### config.mk
export PLATFORM = sky130hd
export DESIGN_NAME = echo_sequencer
export DESIGN_NICKNAME = d
export VERILOG_FILES = /design/src/rtl/echo_pkg.sv /design/src/rtl/echo_mix.sv /design/src/rtl/echo_sequencer.sv
export SDC_FILE = /design/constraint.sdc
export NUM_CORES = 1
export LEC_CHECK = 0
export BUFFER_PORTS_ARGS = -buffer_cell sky130_fd_sc_hd__buf_2
export CORE_MARGIN = 5
export CORE_UTILIZATION = 48
export DETAILED_ROUTE_END_ITERATION = 16
export PLACE_DENSITY = 0.7
export SLEW_MARGIN = 20
export SYNTH_ARGS = -nofsm -noshare
export SYNTH_HDL_FRONTEND = slang
export SYNTH_SLANG_ARGS = --single-unit
### constraint.sdc
create_clock -name inClock -period 3 [get_ports inClock]
set_input_delay 0.6 -clock inClock [delete_from_list [all_inputs] [get_ports inClock]]
set_output_delay 0.6 -clock inClock [all_outputs]
set_load 0.01 [all_outputs]
### src/rtl/echo_pkg.sv
// Shared definitions for the echo sequencer: top/sub-state encodings and
// saturation limits for signed sample arithmetic.
package echo_pkg;

   typedef enum logic [1:0] {
      ST_IDLE    = 2'd0,
      ST_RECORD  = 2'd1,
      ST_PROCESS = 2'd2,
      ST_PLAY    = 2'd3
   } state_e;

   typedef enum logic [1:0] {
      SUB_RD_DLY = 2'd0,
      SUB_RD_CUR = 2'd1,
      SUB_WAIT   = 2'd2,
      SUB_WR     = 2'd3
   } sub_e;

   // Bit positions inside the packed {recEn, processEn, playEn} request vector
   localparam int unsigned EN_REC  = 2;
   localparam int unsigned EN_PROC = 1;
   localparam int unsigned EN_PLAY = 0;

   // Saturation limits for a signed value of width w (w <= 31)
   function automatic int sat_hi(input int unsigned w);
      return (1 << (w - 1)) - 1;
   endfunction

   function automatic int sat_lo(input int unsigned w);
      return -(1 << (w - 1));
   endfunction

endpackage

### src/rtl/echo_mix.sv
// Combinational echo mixer: cur + (dly >>> DECAY_SHIFT), saturated to the
// signed sample range.
module echo_mix
   import echo_pkg::*;
#(
   parameter int unsigned WORD_SIZE   = 16,
   parameter int unsigned DECAY_SHIFT = 1
) (
   input  logic signed [WORD_SIZE-1:0] cur_i,
   input  logic signed [WORD_SIZE-1:0] dly_i,
   output logic signed [WORD_SIZE-1:0] mix_c
);

   localparam int unsigned SW = WORD_SIZE + 1;
   localparam logic signed [SW-1:0] SAT_HI = SW'(sat_hi(WORD_SIZE));
   localparam logic signed [SW-1:0] SAT_LO = SW'(sat_lo(WORD_SIZE));

   logic signed [WORD_SIZE-1:0] dly_sh_c;
   logic signed [SW-1:0]        sum_c;

   // One guard bit makes the add exact; clamp afterwards
   always_comb begin
      dly_sh_c = dly_i >>> DECAY_SHIFT;
      sum_c    = {cur_i[WORD_SIZE-1], cur_i} + {dly_sh_c[WORD_SIZE-1], dly_sh_c};
      if (sum_c > SAT_HI) begin
         mix_c = SAT_HI[WORD_SIZE-1:0];
      end else if (sum_c < SAT_LO) begin
         mix_c = SAT_LO[WORD_SIZE-1:0];
      end else begin
         mix_c = sum_c[WORD_SIZE-1:0];
      end
   end

endmodule

### src/rtl/echo_sequencer.sv
// Record / echo-process / playback sequencer owning a single-port sample RAM
// with one-cycle read latency.
module echo_sequencer
   import echo_pkg::*;
#(
   parameter int unsigned WORD_SIZE   = 16,
   parameter int unsigned ADDR_WIDTH  = 14,
   parameter int unsigned DELAY       = 4096,
   parameter int unsigned DECAY_SHIFT = 1
) (
   input  logic                  inClock,
   input  logic                  resetN,
   input  logic                  recEn,
   input  logic                  processEn,
   input  logic                  playEn,
   input  logic                  sampleStrobe,
   input  logic [WORD_SIZE-1:0]  inSample,
   output logic [ADDR_WIDTH-1:0] memAddr,
   output logic                  memWrEn,
   output logic [WORD_SIZE-1:0]  memWrData,
   input  logic [WORD_SIZE-1:0]  memRdData,
   output logic [WORD_SIZE-1:0]  outSample,
   output logic                  outValid,
   output logic                  recDone,
   output logic                  processDone,
   output logic                  playDone,
   output logic                  busy
);

   localparam int unsigned DEPTH = 1 << ADDR_WIDTH;
   localparam logic [ADDR_WIDTH-1:0] ADDR_LAST  = ADDR_WIDTH'(DEPTH - 1);
   localparam logic [ADDR_WIDTH-1:0] ADDR_DELAY = ADDR_WIDTH'(DELAY);
   localparam logic [ADDR_WIDTH-1:0] ADDR_ONE   = ADDR_WIDTH'(1);

   state_e                state_q, state_d;
   sub_e                  sub_q, sub_d;
   logic [ADDR_WIDTH-1:0] addr_q, addr_d;
   logic [ADDR_WIDTH-1:0] mem_addr_q, mem_addr_d;
   logic                  mem_wr_en_q, mem_wr_en_d;
   logic [WORD_SIZE-1:0]  mem_wr_data_q, mem_wr_data_d;
   logic [WORD_SIZE-1:0]  dly_q, dly_d;
   logic [WORD_SIZE-1:0]  out_sample_q, out_sample_d;
   logic                  out_valid_q, out_valid_d;
   logic                  rec_done_q, rec_done_d;
   logic                  proc_done_q, proc_done_d;
   logic                  play_done_q, play_done_d;
   logic                  busy_q, busy_d;
   logic                  fin_q, fin_d;
   logic [2:0]            en_prev_q, en_now_c, en_rise_c;
   logic [WORD_SIZE-1:0]  mix_c;

   echo_mix #(
      .WORD_SIZE   (WORD_SIZE),
      .DECAY_SHIFT (DECAY_SHIFT)
   ) u_mix (
      .cur_i (memRdData),
      .dly_i (dly_q),
      .mix_c (mix_c)
   );

   assign en_now_c  = {recEn, processEn, playEn};
   assign en_rise_c = en_now_c & ~en_prev_q;

   always_comb begin
      state_d       = state_q;
      sub_d         = sub_q;
      addr_d        = addr_q;
      mem_addr_d    = mem_addr_q;
      mem_wr_en_d   = 1'b0;
      mem_wr_data_d = mem_wr_data_q;
      dly_d         = dly_q;
      out_sample_d  = out_sample_q;
      out_valid_d   = 1'b0;
      rec_done_d    = rec_done_q;
      proc_done_d   = proc_done_q;
      play_done_d   = play_done_q;
      fin_d         = fin_q;

      unique case (state_q)
         ST_IDLE: begin
            if (en_rise_c[EN_REC] || en_rise_c[EN_PROC] || en_rise_c[EN_PLAY]) begin
               rec_done_d  = 1'b0;
               proc_done_d = 1'b0;
               play_done_d = 1'b0;
               fin_d       = 1'b0;
               mem_addr_d  = '0;
            end
            if (en_rise_c[EN_REC]) begin
               state_d = ST_RECORD;
               addr_d  = '0;
            end else if (en_rise_c[EN_PROC]) begin
               state_d = ST_PROCESS;
               sub_d   = SUB_RD_DLY;
               addr_d  = ADDR_DELAY;
            end else if (en_rise_c[EN_PLAY]) begin
               state_d = ST_PLAY;
               addr_d  = '0;
            end
         end

         // fin_q holds RECORD for the cycle the last write is on the bus
         ST_RECORD: begin
            if (!recEn) begin
               state_d = ST_IDLE;
               fin_d   = 1'b0;
            end else if (fin_q) begin
               state_d    = ST_IDLE;
               rec_done_d = 1'b1;
               fin_d      = 1'b0;
            end else if (sampleStrobe) begin
               mem_wr_en_d   = 1'b1;
               mem_wr_data_d = inSample;
               mem_addr_d    = addr_q;
               if (addr_q == ADDR_LAST) begin
                  fin_d = 1'b1;
               end else begin
                  addr_d = addr_q + ADDR_ONE;
               end
            end
         end

         ST_PROCESS: begin
            if (!processEn) begin
               state_d = ST_IDLE;
            end else begin
               unique case (sub_q)
                  SUB_RD_DLY: begin
                     mem_addr_d = addr_q;
                     sub_d      = SUB_RD_CUR;
                  end
                  SUB_RD_CUR: begin
                     dly_d = memRdData;
                     sub_d = SUB_WAIT;
                  end
                  SUB_WAIT: begin
                     mem_wr_en_d   = 1'b1;
                     mem_wr_data_d = mix_c;
                     sub_d         = SUB_WR;
                  end
                  SUB_WR: begin
                     if (addr_q == ADDR_LAST) begin
                        state_d     = ST_IDLE;
                        proc_done_d = 1'b1;
                     end else begin
                        addr_d     = addr_q + ADDR_ONE;
                        mem_addr_d = addr_q + ADDR_ONE - ADDR_DELAY;
                        sub_d      = SUB_RD_DLY;
                     end
                  end
                  default: sub_d = SUB_RD_DLY;
               endcase
            end
         end

         // memAddr is presented ahead of each strobe so read data is ready on it
         ST_PLAY: begin
            if (!playEn) begin
               state_d = ST_IDLE;
            end else if (sampleStrobe) begin
               out_sample_d = memRdData;
               out_valid_d  = 1'b1;
               if (addr_q == ADDR_LAST) begin
                  state_d     = ST_IDLE;
                  play_done_d = 1'b1;
               end else begin
                  addr_d     = addr_q + ADDR_ONE;
                  mem_addr_d = addr_q + ADDR_ONE;
               end
            end
         end

         default: state_d = ST_IDLE;
      endcase

      busy_d = (state_d != ST_IDLE);
   end

   always_ff @(posedge inClock or negedge resetN) begin
      if (!resetN) begin
         state_q       <= ST_IDLE;
         sub_q         <= SUB_RD_DLY;
         addr_q        <= '0;
         mem_addr_q    <= '0;
         mem_wr_en_q   <= 1'b0;
         mem_wr_data_q <= '0;
         dly_q         <= '0;
         out_sample_q  <= '0;
         out_valid_q   <= 1'b0;
         rec_done_q    <= 1'b0;
         proc_done_q   <= 1'b0;
         play_done_q   <= 1'b0;
         busy_q        <= 1'b0;
         fin_q         <= 1'b0;
         en_prev_q     <= '0;
      end else begin
         state_q       <= state_d;
         sub_q         <= sub_d;
         addr_q        <= addr_d;
         mem_addr_q    <= mem_addr_d;
         mem_wr_en_q   <= mem_wr_en_d;
         mem_wr_data_q <= mem_wr_data_d;
         dly_q         <= dly_d;
         out_sample_q  <= out_sample_d;
         out_valid_q   <= out_valid_d;
         rec_done_q    <= rec_done_d;
         proc_done_q   <= proc_done_d;
         play_done_q   <= play_done_d;
         busy_q        <= busy_d;
         fin_q         <= fin_d;
         en_prev_q     <= en_now_c;
      end
   end

   assign memAddr     = mem_addr_q;
   assign memWrEn     = mem_wr_en_q;
   assign memWrData   = mem_wr_data_q;
   assign outSample   = out_sample_q;
   assign outValid    = out_valid_q;
   assign recDone     = rec_done_q;
   assign processDone = proc_done_q;
   assign playDone    = play_done_q;
   assign busy        = busy_q;

endmodule
Word-level counts from Yosys, hierarchy flattened
Index checks and enable logic that the tools add are counted.

Divide/modulo/power cells: 0. Multipliers: 0. $add $sub $neg: 3. Muxes and demuxes: 71. Eq/ne operators: 25. Reduce and logical (&&, ||, !) cells: 19. Bitwise gates (word level): 2. Shift operators: 0. $lt $le $gt $ge: 2.

Operator list (count): 14-bit 2-to-1 mux (19); 16-bit 2-to-1 mux (7); 14-bit case mux with 4 select lines (2); 16-bit case mux with 2 select lines (1); 2-bit 2-to-1 mux (14); 2-bit inequality test (second input constant) (14); 14-bit case mux with 2 select lines (1); 1-bit 2-to-1 mux (19); 16-bit by 15-bit adder with 17-bit output (1); 17-bit by 16-bit greater-than comparator with 1-bit output (second input constant) (1); 17-bit by 16-bit < comparator with 1-bit output (second input constant) (1); 2-bit case mux with 4 select lines (2); 5-bit AND reduction (3); 14-bit by 1-bit adder with 14-bit output (second input constant) (1); 14-bit equality test (second input constant) (1); 14-bit by 13-bit subtractor with 14-bit output (second input constant) (1); 6-bit AND reduction (2); 1-bit case mux with 2 select lines (5); 10-bit AND reduction (1); 2-bit nonzero test (5); 2-bit equality test (second input constant) (4); 3-bit AND reduction (2); 2-bit by 1-bit equality test with 1-bit output (second input constant) (2); 2-bit zero test (2); other kinds (10) (11).

ROM bits: 0. Output and inout bits: 52. Bits in registers: 90. RAM bits: 0. Input port bits: 38. Memories: 0. Bits in latches: 0. Word-level logic and storage cells: 137.

Depth between registers and ports, before layout
Depth in word-level cells: 7. Gate-level depth with buffers: 11. Depth with buffers taken out: 10.

Cells and area by module
Synthesis repeated with hierarchy kept, for this count alone.

Cell total of the unflattened synthesis: 587. Area, all modules: 5656.7 um^2.

By module, submodules not included: echo_sequencer (seq. area each 2252.2 um^2, area each 4583.1 um^2, cells each 441, times used 1); echo_mix (seq. area each 0.0 um^2, area each 1073.5 um^2, cells each 146, times used 1).

Worst setup path before layout
Ideal clock, no wire load.

Path type: input -> register. Start: input memRdData[0]. End: register mem_wr_data_q[10] (netlist: memWrData[10]). Data required time: 2.906 ns. Cell stages on the path: 11. Arrival time: 2.623 ns. Path slack: 0.282 ns. Path through: ha_1 > inv_1 > fa_1 > nand2b_1 > a21o_1 > a21oi_2 > a311oi_2 > nor3b_1 > a211oi_2 > buf_6 > a221oi_2.

Cells in the longest elaborated chain, start to end: 7.

RTL lines: start: declaration (line echo_sequencer.sv:21) `input logic [WORD_SIZE-1:0] memRdData,`; 16-bit by 15-bit adder with 17-bit output * (line echo_mix.sv:24) `sum_c = {cur_i[WORD_SIZE-1], cur_i} + {dly_sh_c[WORD_SIZE-1], dly_sh_c};`; 17-bit by 16-bit < comparator with 1-bit output (line echo_mix.sv:27) `end else if (sum_c < SAT_LO) begin`; 16-bit 2-to-1 mux (line echo_mix.sv:27); 16-bit 2-to-1 mux * (line echo_mix.sv:25) `if (sum_c > SAT_HI) begin`; 16-bit 2-to-1 mux * (line echo_sequencer.sv:126) `unique case (sub_q)`; 16-bit 2-to-1 mux * (line echo_sequencer.sv:123) `if (!processEn) begin`; 16-bit case mux with 2 select lines * (line echo_sequencer.sv:79) `unique case (state_q)`; end signal: assignment (line echo_sequencer.sv:201) `mem_wr_data_q <= mem_wr_data_d;`; end: declaration (line echo_sequencer.sv:40) `logic [WORD_SIZE-1:0] mem_wr_data_q, mem_wr_data_d;`.

Mark *: on every way between the ends. The rest lies on a longest branch, timed or not. The select of a mux whose other input is x is not followed. A chain may end at the register's enable or synchronous reset.

Final worst setup path
Start: input memRdData[0]. End: register mem_wr_data_q[7] (netlist: memWrData[7]).

Same word-level chain as after synthesis.

==> metrics.txt <==
clock tree sinks=89; area leader, netlist=dfrtp_1; number of post-CTS setup repair buffers=0; Rows=38; post-synthesis async set-or-reset flop share=100%; M2 GR Usage=32.6%; nets=695; P_sw=2740 uW; final period utilization=88.2%; Max Clk Rate=378 MHz; Crit-path slowest cell=fa_1; min Tclk post-route=2.65 ns; share of cells above drive strength 1=29.7%; Worst Path Max Fanout=11; core area=0.0109 mm2; maximum VDD drop=0.000463 V; TNS Setup=0 ns; Leak=0.00294 uW; DRC viols=0; Root Driver=clkbuf_16; Post-DRT Antenna Nets=0; gr busiest metal=met2; total vias in the final route=4434; Combinational Power Share=52.2%; Final Setup Violations=0; IO Count=90; initial antenna violation count=0; PwrDens=1020 mW/mm2; vias in the first global route=4253; Main synth FF type=dfrtp_1; first-pass GRT wire length=21800 um; status=completed; max_slew headroom=46.7%; Chip Width=116 um; CP max stage delay=0.37 ns; input/output buffers=89; Max Slew Vio Count=0; antenna diode count=0; wire per inst=17.1 um; worst slew pin tran=0.797 ns; DP Area=0.00595 mm2; FF+latch count, synth=89; sequential power share=29.9%; worst min-delay path class=in2async; GRT Resource Usage Total=20.6%; TritonCTS buffer count=9; Power Internal=3650 uW; gr ovfl total=0; Syn Area/Cell=9.86 um2; Cell Chain, Critical Path=buf_2, ha_1, inv_1, fa_1, nand2b_1, a21o_1, a21oi_2, a311oi_2, nor3b_1, a211oi_2, buf_12, a221oi_2; Post-synth EDFFs=0; RePlAce Congestion=0.920; Critical Path Sink Type=register; Synthesized Nets=611; register area share after synthesis=41.4%; most frequent cell after synthesis=dfrtp_1; Worst-Skew Late Latency=0.34 ns; clock tree from TritonCTS=done; via/cell ratio=5.73; synth cell count leaders=89 x dfrtp_1, 59 x nand2_1, 51 x nor2_1; post-synthesis cell type count=74; sw frac=42.8%; Worst-path clk slew=0.06 ns; clk_skew=0.00764 ns; largest net degree at the start of global routing=47; synthesized instance count=546; Crit path required time=3.25 ns; crit-path leading delay family=compound AO/OA/AOI/OAI gates; Hold Vio Cnt, Final=0; Post-Syn Area=0.00538 mm2; CTS HTree Levels=3; Area Overhead vs Synth=16.2%; drt pass-1 iters=5; post-route cell area=0.00625 mm2; startpoint types=primary input; Iter 0 DRT Violations=316; area of the die=0.0134 mm2; MaxCap Viol Count=0; met3 usage=3.19%; Worst Path Buf+Inv=3; post-DP HPWL=9850 um; met1 track utilization from global routing=28.1%; YS warnings=0; CP Data Arrival Time=2.90 ns; top-area cell type share of the netlist area=41.4%; Max Root-Sink Buffers=2; Routed Wire Length=13300 um; unrepaired setup endpoints after global routing=no; Design Power=6390 uW; largest cells by area after synthesis=dfrtp_1 41%, mux2_2 6.3%, ha_1 6.0%; Clk pwr share=17.9%; WS Path Type=in2reg; Die Height=116 um; Hold-fix buffers, CTS=0; Starting Density=49.2%; cts repair resizes=0
placed cells by master (no fill, tap or decap), drive strengths merged, types with 2 or more instances in the layout:
cell and instances:
a22oi 2, and2 3, o21ai 31, nand4 3, nand3 16, nor3b 2
o211ai 5, a21o 6, nor3 16, ha 26, dfrtp 89, o21bai 2
nand2 69, mux2i 3, nor2 51, a221oi 15, and3 6, o31ai 19
a31oi 4, or2 2, mux2 30, clkbuf 13, a211oi 3, xnor2 10
buf 102, inv 10, nand2b 12, a31o 2, nor2b 5, xor2 5
a21oi 45, a21boi 2, a211o 3
final timing paths:
path                                    from       endpoint  slack, ns  cells after the start
worst min register to register    memAddr[5]     memAddr[5]       0.48                      2
max in group asynchronous             resetN     addr_q[11]       2.07                      2
min in group inClock                   recEn   en_prev_q[2]       0.43                      1
worst max register to register      dly_q[1]   memWrData[7]       0.37                     11
worst min-delay path                  resetN  outSample[10]       0.27                      1
worst max-delay path            memRdData[0]   memWrData[7]       0.35                     12
cell families after synthesis:
group	share of synthesized area, %
and+or+nand+nor	17.0
AOI/OAI and AO/OA	21.5
DFF	41.4
buffers and inverters	4.23
muxes	7.07
adders and majority gates	6.42
xor gates and xnor gates	2.44
area by class of cell:
class	instances	area, um2
clock inverters	2	37.5
repair buffers	102	583
well taps	140	175
flip-flops and latches	89	2230
fillers	958	4680
multi-input cells	417	2930
inverters	11	41.3
clock buffers	13	260
registers in the layout (all words and copies together), names as in the netlist, 2 cells and up:
signal and flops:
addr_q 14, dly_q 15, memWrData 16, sub_q 2, state_q 2, en_prev_q 3
memAddr 14, outSample 16
power groups by stage:
stage          clock [uW]  combinational [uW]  sequential (uW)
6_report             1140                3330             1910
5_1_grt              1210                3670             1960
4_1_cts              1170                3350             1910
3_5_place_dp            0                3330             1920
3_3_place_gp            0                3230             1910
2_1_floorplan           0                2450             1930
per-stage QoR:
| step | hold WS [ns] | cells | setup WS [ns] | util (%) |
|---|---|---|---|---|
| floorplan | 0.304 | 546 | 0.282 | - |
| global placement | 0.461 | 759 | 0.135 | 54.4 |
| detailed placement | 0.463 | 759 | 0.0292 | 54.4 |
| CTS | 0.281 | 774 | 0.369 | 57.2 |
| global route | 0.311 | 774 | 0.184 | 57.2 |
| finish | 0.267 | 774 | 0.354 | 57.2 |
layer usage:
metal | vias to the layer above | wire length (um)
met1 | 2151 | 5880
met2 | 121 | 6350
met5 | - | 0
met4 | 0 | 303
met3 | 21 | 713
li1 | 2141 | -
(Power assumes the default switching activity.)
